$ cat src/rtl/fetch_queue.sv
// Decoupling queue between fetch and decode: DEPTH bundles of {instrs, pc},
// show-ahead head, flush on misprediction, no enqueue-to-dequeue bypass.
package op_pkg;
  localparam int unsigned INSTRUCTION_WIDTH  = 32;
  localparam int unsigned SUPER_SCALAR_WIDTH = 4;
endpackage

module fetch_queue #(
  parameter int unsigned INSTRUCTION_WIDTH  = op_pkg::INSTRUCTION_WIDTH,
  parameter int unsigned SUPER_SCALAR_WIDTH = op_pkg::SUPER_SCALAR_WIDTH,
  parameter int unsigned DEPTH              = 4
) (
  input  logic                                          clk_in,
  input  logic                                          rst_in,
  input  logic                                          flush_in,
  input  logic                                          enq_valid_in,
  input  logic [INSTRUCTION_WIDTH*SUPER_SCALAR_WIDTH-1:0] enq_instrs_in,
  input  logic [63:0]                                   enq_pc_in,
  output logic                                          enq_ready_out,
  output logic                                          deq_valid_out,
  output logic [INSTRUCTION_WIDTH*SUPER_SCALAR_WIDTH-1:0] deq_instrs_out,
  output logic [63:0]                                   deq_pc_out,
  input  logic                                          deq_ready_in,
  output logic [$clog2(DEPTH):0]                        occupancy_out
);

  localparam int unsigned BW = INSTRUCTION_WIDTH * SUPER_SCALAR_WIDTH;
  localparam int unsigned AW = $clog2(DEPTH);
  localparam int unsigned PW = AW + 1;

  logic [BW-1:0] instrs_q [DEPTH];
  logic [63:0]   pc_q     [DEPTH];

  logic [PW-1:0] head_q, head_d;
  logic [PW-1:0] tail_q, tail_d;
  logic [PW-1:0] count_q, count_d;

  logic full, empty, enq_fire, deq_fire;

  // Wrap bit distinguishes full from empty when the indices coincide.
  always_comb begin
    full     = (head_q[AW-1:0] == tail_q[AW-1:0]) && (head_q[AW] != tail_q[AW]);
    empty    = (head_q == tail_q);
    enq_fire = enq_valid_in & enq_ready_out;
    deq_fire = deq_valid_out & deq_ready_in;
  end

  assign enq_ready_out  = ~full & ~flush_in;
  assign deq_valid_out  = ~empty & ~flush_in;
  assign deq_instrs_out = empty ? '0 : instrs_q[head_q[AW-1:0]];
  assign deq_pc_out     = empty ? '0 : pc_q[head_q[AW-1:0]];
  assign occupancy_out  = count_q;

  always_comb begin
    head_d  = head_q;
    tail_d  = tail_q;
    count_d = count_q;
    if (flush_in) begin
      head_d  = '0;
      tail_d  = '0;
      count_d = '0;
    end else begin
      if (deq_fire) head_d = head_q + PW'(1);
      if (enq_fire) tail_d = tail_q + PW'(1);
      unique case ({enq_fire, deq_fire})
        2'b10:   count_d = count_q + PW'(1);
        2'b01:   count_d = count_q - PW'(1);
        default: count_d = count_q;
      endcase
    end
  end

  always_ff @(posedge clk_in) begin
    if (rst_in) begin
      head_q  <= '0;
      tail_q  <= '0;
      count_q <= '0;
      for (int i = 0; i < int'(DEPTH); i++) begin
        instrs_q[i] <= '0;
        pc_q[i]     <= '0;
      end
    end else begin
      head_q  <= head_d;
      tail_q  <= tail_d;
      count_q <= count_d;
      if (enq_fire) begin
        instrs_q[tail_q[AW-1:0]] <= enq_instrs_in;
        pc_q[tail_q[AW-1:0]]     <= enq_pc_in;
      end
    end
  end

endmodule

$ cat config.mk
export PLATFORM = sky130hd
export DESIGN_NAME = fetch_queue
export DESIGN_NICKNAME = d
export VERILOG_FILES = /design/src/rtl/fetch_queue.sv
export SDC_FILE = /design/constraint.sdc
export NUM_CORES = 1
export LEC_CHECK = 0
export BUFFER_PORTS_ARGS = -buffer_cell sky130_fd_sc_hd__buf_2
export CAP_MARGIN = 20
export CORE_ASPECT_RATIO = 0.9
export CORE_MARGIN = 1
export CORE_UTILIZATION = 25
export DETAILED_ROUTE_END_ITERATION = 16
export GPL_TIMING_DRIVEN = 1
export PLACE_DENSITY = 0.4
export SYNTH_ARGS = -nofsm -noshare
export SYNTH_HDL_FRONTEND = slang
export SYNTH_SLANG_ARGS = --single-unit
$ cat constraint.sdc
create_clock -name clk_in -period 6.9 [get_ports clk_in]
set_input_delay 0.69 -clock clk_in [delete_from_list [all_inputs] [get_ports clk_in]]
set_output_delay 0.69 -clock clk_in [all_outputs]
set_load 0.01 [all_outputs]
# Word level (Yosys, flattened, before mapping)
# Memory sizes are Yosys's and may differ from the RTL's. A register that Yosys moved wholly into a read port is not among the register bits.
# Cells that the tools add are included.
# word_totals
regBits,9
ramBits,768
in_bits,197
out_inout_bits,197
elab_cells,44
n_memories,2
# op_classes
n_addsub,4
n_eq_ne,5
mux,18
bitwise,7
reduce_logical,5
# memory_table
name,words,word_bits,read_ports,rd_clocked_by_memory_dff,write_ports,line_no,rtl
instrs_q,4,128,1,1,4,31,logic [BW-1:0] instrs_q [DEPTH];
pc_q,4,64,1,1,4,32,logic [63:0] pc_q [DEPTH];
# ops
op,n
$mux W128,2
$mux W64,2
$reduce_or A128 Y1,1
$reduce_or A64 Y1,1
$mux W2,6
$add A3 B1 Y3 const B,3
$mux W1,7
$pmux W3 S2,1
$and A1 B1 Y1,4
$eq A3 B3 Y1,1
$not A1 Y1,3
$sub A3 B1 Y3 const B,1
$eq A2 B1 Y1 const B,1
$eq A2 B2 Y1,1
$eq A2 B2 Y1 const B,1
$reduce_bool A2 Y1,1
$reduce_or A2 Y1,1
$logic_and A1 B1 Y1,1
$ne A1 B1 Y1,1

# Longest topological paths before layout
# logic_depth
word_depth,10
ltp_mapped,11
ltp_nobuf,9

# Least setup slack after synthesis
# OpenSTA, ideal clock, no wires.
# synth_path
path_type,input to register
from,in enq_valid_in
to,mem instrs_q[3][0] in the netlist's numbering (enable)
setup_time_ns,0.566
arrival_time_ns,5.309
required_time_ns,6.334
path_slack_ns,1.025
cell_stages,3
n_path_buf,1
cell_sequence,nor2b_1 -> buf_1 -> a41o_1
# synth_rtl
item,line_no,rtl
from (decl),16,"input logic enq_valid_in,"
to (decl),31,

# Worst setup path after layout
# layout_path
from,reg head_q[0]
to,out deq_instrs_out[77]
# layout_via
elab_chain_cells,2
# layout_lines
item,line_no,rtl
from (decl),34,"logic [PW-1:0] head_q, head_d;"
from (signal assigned),75,head_q <= '0;
from (signal assigned),83,head_q <= head_d;
$eq A3 B3 Y1,43,empty = (head_q == tail_q);
$mux W128,50,assign deq_instrs_out = empty ? '0 : instrs_q[head_q[AW-1:0]];
to (decl),21,"output logic [INSTRUCTION_WIDTH*SUPER_SCALAR_WIDTH-1:0] deq_instrs_out,"
# No other way between the ends.

==> qor.yml <==
timing:
  slew_viol_final: 18
  final.period_utilization_pct: 62.36
  rsz0062_at_grt: "false"
  finalHoldViolCount: 0
  worst_slack_ns: 2.597
  worstMarginPinSlew_ns: 1.505
  slew_headroom_pct: -0.3247
  skew_ns: 0.02028
  setup_viol: 0
  tns_ns: 0
  fin_crit_ns: 4.303
  clock.fmax_ghz: 0.2324
worst_setup_path:
  crit_slowest_cell: "buf_4"
  path_class: "reg2out"
  path_delay_family: "buffers and inverters"
  critPathMaxStageDelay_ns: 0.71
  cp-start-kind: "flip-flop"
  cp.arrival_ns: 3.61
  cp_cell_sequence: "xor2_1, nor3_4, buf_4, buf_4, nor2b_1, buf_2"
  critPathBufInv: 3
  cpMostUsedCell: "buf_4"
  critPathMaxFanout: 57
  crit_required_ns: 6.21
  end_kind: "primary output"
cells_and_area:
  area_growth_pct: 18.17
  utilization_pct: 29.92
  nets: 2737
  drive_gt1_share_pct: 29.43
clock_network:
  clock_latency_ns: 0.70
  clk_pin_slew_worst_paths_ns: 0.06
  cts-root-buf: "clkbuf_16"
  cts_tree: "done"
  cts.repair.resized: 0
  ctsHoldBuffers: 0
  htreeDepth: 3
  clkSinkCount: 779
  cts_buffer_depth: 3
  post-cts-setup-buffers: 0
  cts_buffers: 93
synthesis:
  synth_edf_count: 768
  synth_compound_gate_area_share_pct: 0.5809
  ys_ff_latch: 779
  syn_inst: 2250
  synthSimpleGateAreaFrac_pct: 17.50
  async_reset_ff_share_pct: 0
  synthXorXnorAreaFrac_pct: 0.2394
  syn-num-nets: 2451
  synth_top_family_by_area: "simple AND/OR/NAND/NOR gates"
  netlist-cell-type-count: 44
  yosys_warnings: 0
  muxShareOfSynthArea_pct: 12.17
  avgSynthCellArea_um2: 15.80
  synth_ff_type: "edfxtp_1"
  synthAdderAreaFrac_pct: 0.1619
  syn_area_mm2: 0.03554
  ys_seq_area_share_pct: 65.51
floorplan:
  die_w_um: 399.4
  dieHeight_um: 359.7
  start_util_pct: 25.32
  pin_count: 394
  dieArea_mm2: 0.1437
  num_rows: 130
  core-area_mm2: 0.1404
global_routing:
  grt_overflow: 0
  antenna_found_initial: 39
  grt_max_degree: 313
  grt_pass1_vias: 22890
  grt_usage_pct: 14.97
  grt_pass1_wl_mm: 157.1
placed_design:
  gp_congestion: 0.7066
  io_buffers: 393
  hpwlAfterDp_mm: 56.90
  preCtsSetupSlack_ns: 3.014
pwr:
  peakVddDrop_mv: 0.1669
  cellPowerDensity_mw_per_mm2: 263.9
  leakagePower_uw: 0.01769
outcome:
  status: "finished, violations left"
  violations: "slew limit"
detailed_routing:
  vias: 21370
  vias_per_cell: 4.784
  antenna_left: 0
  dr.pass1.iters: 5
  drcViolationCount: 0
  drt_wl_total_mm: 108.9
  wire_per_inst_um: 24.39
  drt-initial-drc-count: 1333
min_path:
  hold_class: "in2reg"
job:
  maxCapViolCount: 0
==> kinds of logic after synthesis <==
group	count (synthesis)
adder cells (fa/ha/maj)	4
XOR/XNOR	8
buffers and inverters	247
AND/OR/NAND/NOR	994
flip-flops	779
AO/OA/AOI/OAI	26
multiplexers	192
==> cell usage after synthesis (2+ instances only) <==
cell type  count  area share, %
nand3_1        3          0.042
nor3b_1        5           0.11
o211ai_1       2          0.042
nand2b_1       2          0.035
clkbuf_1     147            1.6
nor2b_1      193            3.4
a31oi_1        2          0.035
buf_4          8           0.17
and3_1       769             14
mux4_2       192             12
xor2_1         4          0.099
xnor2_1        2          0.049
o21ai_0        3          0.042
a21oi_1        5          0.070
nand4_1        6           0.11
a21o_1         3          0.063
buf_6         48            1.5
dfxtp_1       11           0.62
inv_1          7          0.074
buf_2         35           0.49
o311ai_0       3          0.074
edfxtp_1     768             65
ha_1           3           0.11
nor4b_1        3          0.074
nor2_1         7          0.074
==> metal layers <==
metal / track usage (%) / part of all wire [%] / vias up
met4: 3.690 / 2.1 / 38
li1: - / - / 9411
met1: 19.05 / 43 / 11140
met2: 24.68 / 48 / 594
met5: 0 / 0.23 / -
met3: 4.508 / 6.6 / 178
==> cell usage in the layout (no fill, tap or decap), drive strengths merged, types with 2 or more instances in the layout <==
master / Yosys / final
buf: 92 / 431
mux4: 192 / 192
nand2b: 2 / 2
bufinv: 0 / 7
clkbuf: 148 / 116
dfxtp: 11 / 11
clkinvlp: 0 / 6
diode: 0 / 8
nor2: 7 / 7
nor3b: 5 / 5
nor4b: 3 / 3
edfxtp: 768 / 768
and3: 769 / 769
a21oi: 5 / 5
ha: 3 / 3
a311oi: 2 / 2
a31oi: 2 / 2
xnor2: 3 / 3
nand3: 4 / 4
nor2b: 193 / 193
a21o: 3 / 3
nand4: 6 / 6
xor2: 5 / 5
o21ai: 3 / 3
inv: 7 / 14
o311ai: 3 / 3
o211ai: 2 / 2
clkinv: 0 / 33
==> per-stage QoR <==
step	cell area [um^2]	std cells	hold WS, ns	power, uW
2_1_floorplan	35540	2250	0.5027	6066
3_3_place_gp	38950	4285	0.4724	6391
3_5_place_dp	39030	4288	0.5432	6421
4_1_cts	41950	4457	0.2285	11260
5_1_grt	41980	4459	0.2596	11500
6_report	42000	4466	0.3256	11080
==> path summary, 6_finish.rpt <==
path | startpoint | slack, ns | to | cells after the start
worst max-delay path | head_q[0] | 2.60 | deq_instrs_out[77] | 6
worst min-delay path | enq_pc_in[7] | 0.33 | pc_q[1][7] | 2
worst max register to register | tail_q[2] | 3.12 | instrs_q[1][99] | 6
worst min register to register | occupancy_out[2] | 0.55 | occupancy_out[2] | 2
==> sequential cells by signal, indices dropped and copies added (netlist names), named ones only <==
name	flops
pc_q	256
instrs_q	512
head_q	3
tail_q	3
occupancy_out	3
==> layout make-up <==
cell class | instances | area [um^2]
fill | 14010 | 98380
sequential | 779 | 23290
multi-input combinational | 1224 | 10960
timing repair buffer | 431 | 2470
clock buffer | 116 | 2456
tap | 1848 | 2312
clock inverter | 53 | 461.7
inverter | 7 | 26.28
antenna | 8 | 20.02
==> where the power goes <==
part | leakage [uW] | internal (uW) | switching [uW] | total, uW
Combinational | 0.00819 | 296 | 510 | 806
Clock | 0.00142 | 2780 | 2010 | 4790
Sequential | 0.00808 | 5430 | 54.4 | 5490
Power figures use the tool's default switching activity.
